## src/rtl/ser_pkg.sv

```systemverilog
// Shared types and helpers for the 8-bit serializer slice.
// Holds the FSM state encoding, the default word width and the parity helper.
package ser_pkg;

    typedef enum logic [1:0] {
        IDLE  = 2'd0,
        SHIFT = 2'd1,
        PAR   = 2'd2
    } state_t;

    localparam int unsigned DW_DEFAULT = 8;

    // Even parity over a word zero-extended to 16 bits (legal DW never exceeds 16).
    function automatic logic even_parity(input logic [15:0] word);
        return ^word;
    endfunction

endpackage

```

## src/rtl/ser_bitcnt.sv

```systemverilog
// Bit counter for the serializer: counts live bits within a frame.
// Saturates at DW-1 so it never wraps inside a frame; 'last' flags DW-1.
import ser_pkg::*;

module ser_bitcnt #(
    parameter int unsigned DW = DW_DEFAULT
) (
    input  logic                  clk,
    input  logic                  rst_n,
    input  logic                  clear,
    input  logic                  enable,
    output logic [$clog2(DW)-1:0] count,
    output logic                  last
);

    localparam int unsigned CW = $clog2(DW);

    logic [CW-1:0] count_q;
    logic [CW-1:0] count_d;

    assign count = count_q;
    assign last  = (count_q == CW'(DW - 1));

    // Next count: clear wins, otherwise step while below the last bit.
    always_comb begin
        count_d = count_q;
        if (clear) begin
            count_d = '0;
        end else if (enable && !last) begin
            count_d = count_q + 1'b1;
        end
    end

    // Counter register with asynchronous active-low reset.
    always_ff @(posedge clk or negedge rst_n) begin
        if (!rst_n) begin
            count_q <= '0;
        end else begin
            count_q <= count_d;
        end
    end

endmodule

```

## src/rtl/serializer_8bit.sv

```systemverilog
// Parallel-to-serial converter, LSB first, with downstream shift-enable stall.
// Optional even-parity bit after the data bits when SERIALIZER_PARITY_EN is defined.
import ser_pkg::*;

module serializer_8bit #(
    parameter int unsigned DW = DW_DEFAULT
) (
    input  logic          Clk,
    input  logic          RSn,
    input  logic [DW-1:0] PD,
    input  logic          PValid,
    output logic          PReady,
    input  logic          SEn,
    output logic          SOD,
    output logic          SValid,
    output logic          FrameDone
);

    localparam int unsigned CW = $clog2(DW);

    state_t        state_q;
    state_t        state_d;
    logic [DW-1:0] buf_q;
    logic [DW-1:0] buf_d;
    logic          cnt_clear;
    logic          cnt_en;
    logic          cnt_last;
    logic [CW-1:0] cnt;
`ifdef SERIALIZER_PARITY_EN
    logic          par_q;
    logic          par_d;
`endif

    ser_bitcnt #(
        .DW(DW)
    ) u_bitcnt (
        .clk    (Clk),
        .rst_n  (RSn),
        .clear  (cnt_clear),
        .enable (cnt_en),
        .count  (cnt),
        .last   (cnt_last)
    );

    // FSM next state, buffer update and all outputs; everything holds while SEn is low.
    always_comb begin
        state_d   = state_q;
        buf_d     = buf_q;
        PReady    = 1'b0;
        SOD       = 1'b0;
        SValid    = 1'b0;
        FrameDone = 1'b0;
        cnt_clear = 1'b0;
        cnt_en    = 1'b0;
`ifdef SERIALIZER_PARITY_EN
        par_d     = par_q;
`endif
        unique case (state_q)
            IDLE: begin
                PReady = 1'b1;
                if (PValid) begin
                    buf_d     = PD;
                    cnt_clear = 1'b1;
                    state_d   = SHIFT;
`ifdef SERIALIZER_PARITY_EN
                    par_d     = even_parity(16'(PD));
`endif
                end
            end
            SHIFT: begin
                SOD    = buf_q[0];
                SValid = SEn;
                if (SEn) begin
                    buf_d  = buf_q >> 1;
                    cnt_en = 1'b1;
                    if (cnt_last) begin
`ifdef SERIALIZER_PARITY_EN
                        state_d = PAR;
`else
                        state_d   = IDLE;
                        FrameDone = 1'b1;
`endif
                    end
                end
            end
`ifdef SERIALIZER_PARITY_EN
            PAR: begin
                SOD    = par_q;
                SValid = SEn;
                if (SEn) begin
                    FrameDone = 1'b1;
                    state_d   = IDLE;
                end
            end
`endif
            default: begin
                state_d = IDLE;
            end
        endcase
    end

    // State and data registers with asynchronous active-low reset.
    always_ff @(posedge Clk or negedge RSn) begin
        if (!RSn) begin
            state_q <= IDLE;
            buf_q   <= '0;
`ifdef SERIALIZER_PARITY_EN
            par_q   <= 1'b0;
`endif
        end else begin
            state_q <= state_d;
            buf_q   <= buf_d;
`ifdef SERIALIZER_PARITY_EN
            par_q   <= par_d;
`endif
        end
    end

    counter_in_range: assert property (@(posedge Clk) disable iff (!RSn) cnt <= CW'(DW - 1));

endmodule

```

## config.mk

```make
export PLATFORM = sky130hd
export DESIGN_NAME = serializer_8bit
export DESIGN_NICKNAME = d
export VERILOG_FILES = /design/src/rtl/ser_pkg.sv /design/src/rtl/ser_bitcnt.sv /design/src/rtl/serializer_8bit.sv
export SDC_FILE = /design/constraint.sdc
export NUM_CORES = 1
export LEC_CHECK = 0
export BUFFER_PORTS_ARGS = -buffer_cell sky130_fd_sc_hd__buf_2
export CAP_MARGIN = 25
export CORE_ASPECT_RATIO = 1.25
export CORE_UTILIZATION = 40
export CTS_BUF_LIST = sky130_fd_sc_hd__clkbuf_4 sky130_fd_sc_hd__clkbuf_8
export CTS_CLUSTER_SIZE = 30
export DETAILED_ROUTE_END_ITERATION = 7
export HOLD_SLACK_MARGIN = 0.03
export RECOVER_POWER = 100
export SYNTH_ARGS = -nofsm -noshare
export SYNTH_HDL_FRONTEND = slang
export SYNTH_SLANG_ARGS = --single-unit
```

## constraint.sdc

```tcl
create_clock -name Clk -period 2.46 [get_ports Clk]
set_clock_uncertainty 0.05 [all_clocks]
set_input_delay 0.492 -clock Clk [delete_from_list [all_inputs] [get_ports Clk]]
set_output_delay 0.492 -clock Clk [all_outputs]
set_load 0.01 [all_outputs]
```

== After elaboration in Yosys (flattened, before gate mapping) ==
Index checks and enable logic that the tools add are counted.
Widths: inputs -> output; s select.
Cells by class
  $add $sub $neg: 1
  equality and inequality tests: 5
  multiplexer cells: 19
  reductions and logical operators: 7
Operators with widths (number)
  $mux 8: 2
  $pmux 8 s2: 1
  $mux 1: 10
  $mux 2: 3
  $mux 3: 2
  $reduce_and 3->1: 2
  $ne 2x2->1 const B: 2
  $pmux 2 s2: 1
  $reduce_bool 2->1: 2
  $add 3x1->3 const B: 1
  $eq 3x3->1 const B: 1
  $eq 2x1->1 const B: 1
  $logic_not 2->1: 1
  $ne 2x1->1 const B: 1
  $logic_and 1x1->1: 1
  $logic_not 1->1: 1
Word-level totals
  flip-flop bits (word level): 13
  bits of input ports: 12
  word-level logic and storage cells: 35

== Longest topological paths before layout ==
  depth in word-level cells: 5
  depth in mapped cells: 4
  depth with buffers taken out: 4

== Modules after synthesis ==
Synthesis repeated with hierarchy kept, for this count alone.
Second synthesis, totals
  cell total of the unflattened synthesis: 59
  area total of the unflattened synthesis: 716.9 µm²
Modules (own cells, without submodules)
  serializer_8bit: times used 1, cells each 44, area an instance 533.0 µm²
  ser_bitcnt: times used 1, cells each 15, area an instance 183.9 µm²

== Least setup slack after synthesis ==
OpenSTA, ideal clock, no wires.
  path kind: register to output
  start point: reg u_bitcnt.count_q[0], in the netlist u_bitcnt.count[0]
  end point: out FrameDone
  data arrival time: 973 ps
  required time: 1918 ps
  slack: 945 ps
  cell stages (with the launch flop): 4
  path through: dfrtp_1 > ha_1 > ha_1 > and3_1
On the way
  cells in the longest elaborated chain, start to end: 4
Ends and longest elaborated chain
  start: declaration: RTL line ser_bitcnt.sv:18  | logic [CW-1:0] count_q;
  start signal: assignment: RTL line ser_bitcnt.sv:39  | count_q <= count_d;
  $eq 3x3->1: RTL line ser_bitcnt.sv:22  | assign last = (count_q == CW'(DW - 1));
  $mux 1: RTL line serializer_8bit.sv:76  | if (cnt_last) begin
  $mux 1: RTL line serializer_8bit.sv:73  | if (SEn) begin
  $mux 1: RTL line serializer_8bit.sv:58  | unique case (state_q)
  end: declaration: RTL line serializer_8bit.sv:16  | output logic FrameDone
No other way between the ends.

== Worst setup path in the final report ==
  start point: in SEn
  end point: out FrameDone
On the way
  cells in the longest elaborated chain, start to end: 2
Ends and longest elaborated chain
  start: declaration: RTL line serializer_8bit.sv:13  | input logic SEn,
  $mux 1: RTL line serializer_8bit.sv:73
  $mux 1: RTL line serializer_8bit.sv:58
No other way between the ends.

==> results.toml <==
[worst_setup_path]
worst_path_dominant_cell_family = "buffers and inverters"
crit_path_cell_trace = "clkbuf_1 > and3_1 > clkbuf_1"
worstSetupPathType = "input pin to output port"
critPathArrivalTime_ns = 1.43
cp_num_buf_inv = 2
path_common_cell = "clkbuf_1"
rrSetupSlack_ns = 0.91
end_kind = "output port"
cp-start-kind = "input pin"
crit_required_ns = 1.92
cpPeakStageDelay_ns = 0.51
cpMaxStageDelayCell = "clkbuf_1"
crit_fanout = 14

[sta]
whs_ns = 0.154
max-slew-margin-rel = 0.539
period_share = 0.800
grt_setup_unrepaired = "no"
setup-tns-final_ns = 0
clock.fmax_ghz = 0.508
period_needed_ns = 1.97
worstMarginPinSlew_ns = 0.692
setup-violations-final = 0
layout_setup_ws_ns = 0.492
hold_viol_final = 0
finalMaxSlewViolations = 0

[synth]
yosysWarnings = 0
yosysTopAreaCell = "dfrtp_1"
synth_area_leaders = "dfrtp_1, mux2i_1, buf_6"
synth-seq-area-share = 0.412
ys_ff_latch = 12
synthDistinctLibCells = 18
synth_compound_area_frac = 0.0446
syn_nets = 75
netlist_instances = 61
syn_area_um2 = 729
syn_avg_cell_area_um2 = 12.0
yosysTopAreaCellShare = 0.412
synth-simple-area-share = 0.146
yosys-mux-area-fraction = 0.302
synth_xor_area_frac = 0
synth_top_family_by_area = "multiplexers"
synthAdderAreaFrac = 0.0343

[route]
viasPerCell = 5.56
vias = 523
drc = 0
wl_um = 1280
drt_iter0_markers = 2
drtPass1Iterations = 2
wl_per_cell_um = 13.7
ant_nets = 0

[clocking]
cts_hold_buf = 0
cts.clk_slew.worst_paths_ns = 0.07
cts_sinks = 12
clock_latency_ns = 0.27
cts_buffers = 3
cts-root-buf = "clkbuf_4"
cts.repair.resized = 0
cts_tree = "done"
postCtsSetupBuffers = 0
h-tree-depth = 1
clockBufferDepth = 2

[floorplanning]
fp.dieH_um = 49.7
core_area_um2 = 1640
die_w_um = 40.2
start_util = 0.444
rows = 16
io_pins = 16
die_area_um2 = 2000

[grt]
grt_max_degree = 15
grt_first_pass_wirelength_um = 1950
antenna_found_initial = 0
grt_pass1_vias = 455
track_usage = 0.148
grt-ovfl-total = 0

[place]
io_buffer_count = 15
place_congestion = 0.651
post-place-ws_ns = 0.789
hpwl_um = 952

[cells_and_area]
areaGrowthSynthToFinish_pct = 10.5
final_nets = 92
antenna_cells = 0
drive_gt1_frac = 0.184

[flow_run]
max_cap_violations = 0

[outcome]
status = "complete, no violations"

[worst_hold_path]
min_path_type = "input pin to async pin"

[pwr]
powerDensity_nw_per_um2 = 835
p_leak_nw = 0.442
ir_worst_vdd_uv = 568
==> flip-flops by register name, indices dropped and copies added, names as in the netlist <==
register,count
buf_q,8
u_bitcnt.count,3
state_q,1
==> logic make-up after synthesis <==
logic type,count (synthesis)
AO/OA/AOI/OAI,4
adder cells (fa/ha/maj),2
buffers and inverters,5
flip-flops,12
multiplexers,22
AND/OR/NAND/NOR,16
==> power by group <==
| group | internal [W] | total [W] | switching, W |
|---|---|---|---|
| sequential | 0.000266 | 0.000328 | 0.0000620 |
| combinational | 0.000122 | 0.000227 | 0.000104 |
| clock | 0.0000566 | 0.000118 | 0.0000612 |
==> cell usage in the layout (no fill, tap or decap) <==
master | synthesis | final
and3_1 | 1 | 1
and2_0 | 0 | 1
ha_1 | 2 | 2
clkbuf_1 | 0 | 6
nor2_1 | 2 | 2
or3b_1 | 3 | 3
clkbuf_4 | 0 | 3
and2_1 | 2 | 1
nand4b_1 | 2 | 2
mux2i_1 | 22 | 22
o211ai_2 | 1 | 1
nor2b_1 | 1 | 1
buf_2 | 0 | 10
o211ai_1 | 2 | 2
o21ai_0 | 1 | 1
nand3b_1 | 1 | 1
nand2_1 | 3 | 3
inv_1 | 1 | 1
nand4bb_1 | 1 | 1
dfrtp_1 | 12 | 12
==> stage by stage <==
step,power (W),instance area [um^2],util,instances
2_1_floorplan,0.000504,729,-,61
3_3_place_gp,0.000562,793,0.483,91
3_5_place_dp,0.000572,793,0.483,91
4_1_cts,0.000689,816,0.497,94
5_1_grt,0.000726,806,0.491,94
6_report,0.000673,806,0.491,94
==> area by class of cell <==
cell class,instances,area [um^2]
Multi-Input combinational cell,44,384
Timing Repair Buffer,16,72.6
Fill cell,157,836
Clock buffer,3,22.5
Tap cell,18,22.5
Sequential cell,12,300
Inverter,1,3.75
==> per-layer routing <==
layer	vias up	GRT usage	wire length, um	part of all wire
met2	12	0.204	593	0.46
met5	-	0	0	0
met4	0	0.100	36	0.028
li1	254	-	-	-
met3	5	0.0450	57	0.044
met1	252	0.192	597	0.46
==> cell usage after synthesis, drive strengths merged <==
cell,n
mux2i,22
dfrtp,12
buf,4
nand2,3
o211ai,3
or3b,3
and2,2
ha,2
nand4b,2
nor2,2
and3,1
inv,1
nand3b,1
nand4bb,1
nor2b,1
o21ai,1
==> worst paths after layout <==
path,start,end,cells past startpoint
setup reg to reg,state_q[0],u_bitcnt.count[1],3
setup / recovery,SEn,FrameDone,3
max in group asynchronous,RSn,buf_q[4],1
hold reg to reg,buf_q[7],buf_q[7],2
hold / removal,RSn,buf_q[1],1
min in group Clk,PD[1],buf_q[1],3
(Power assumes the default switching activity.)
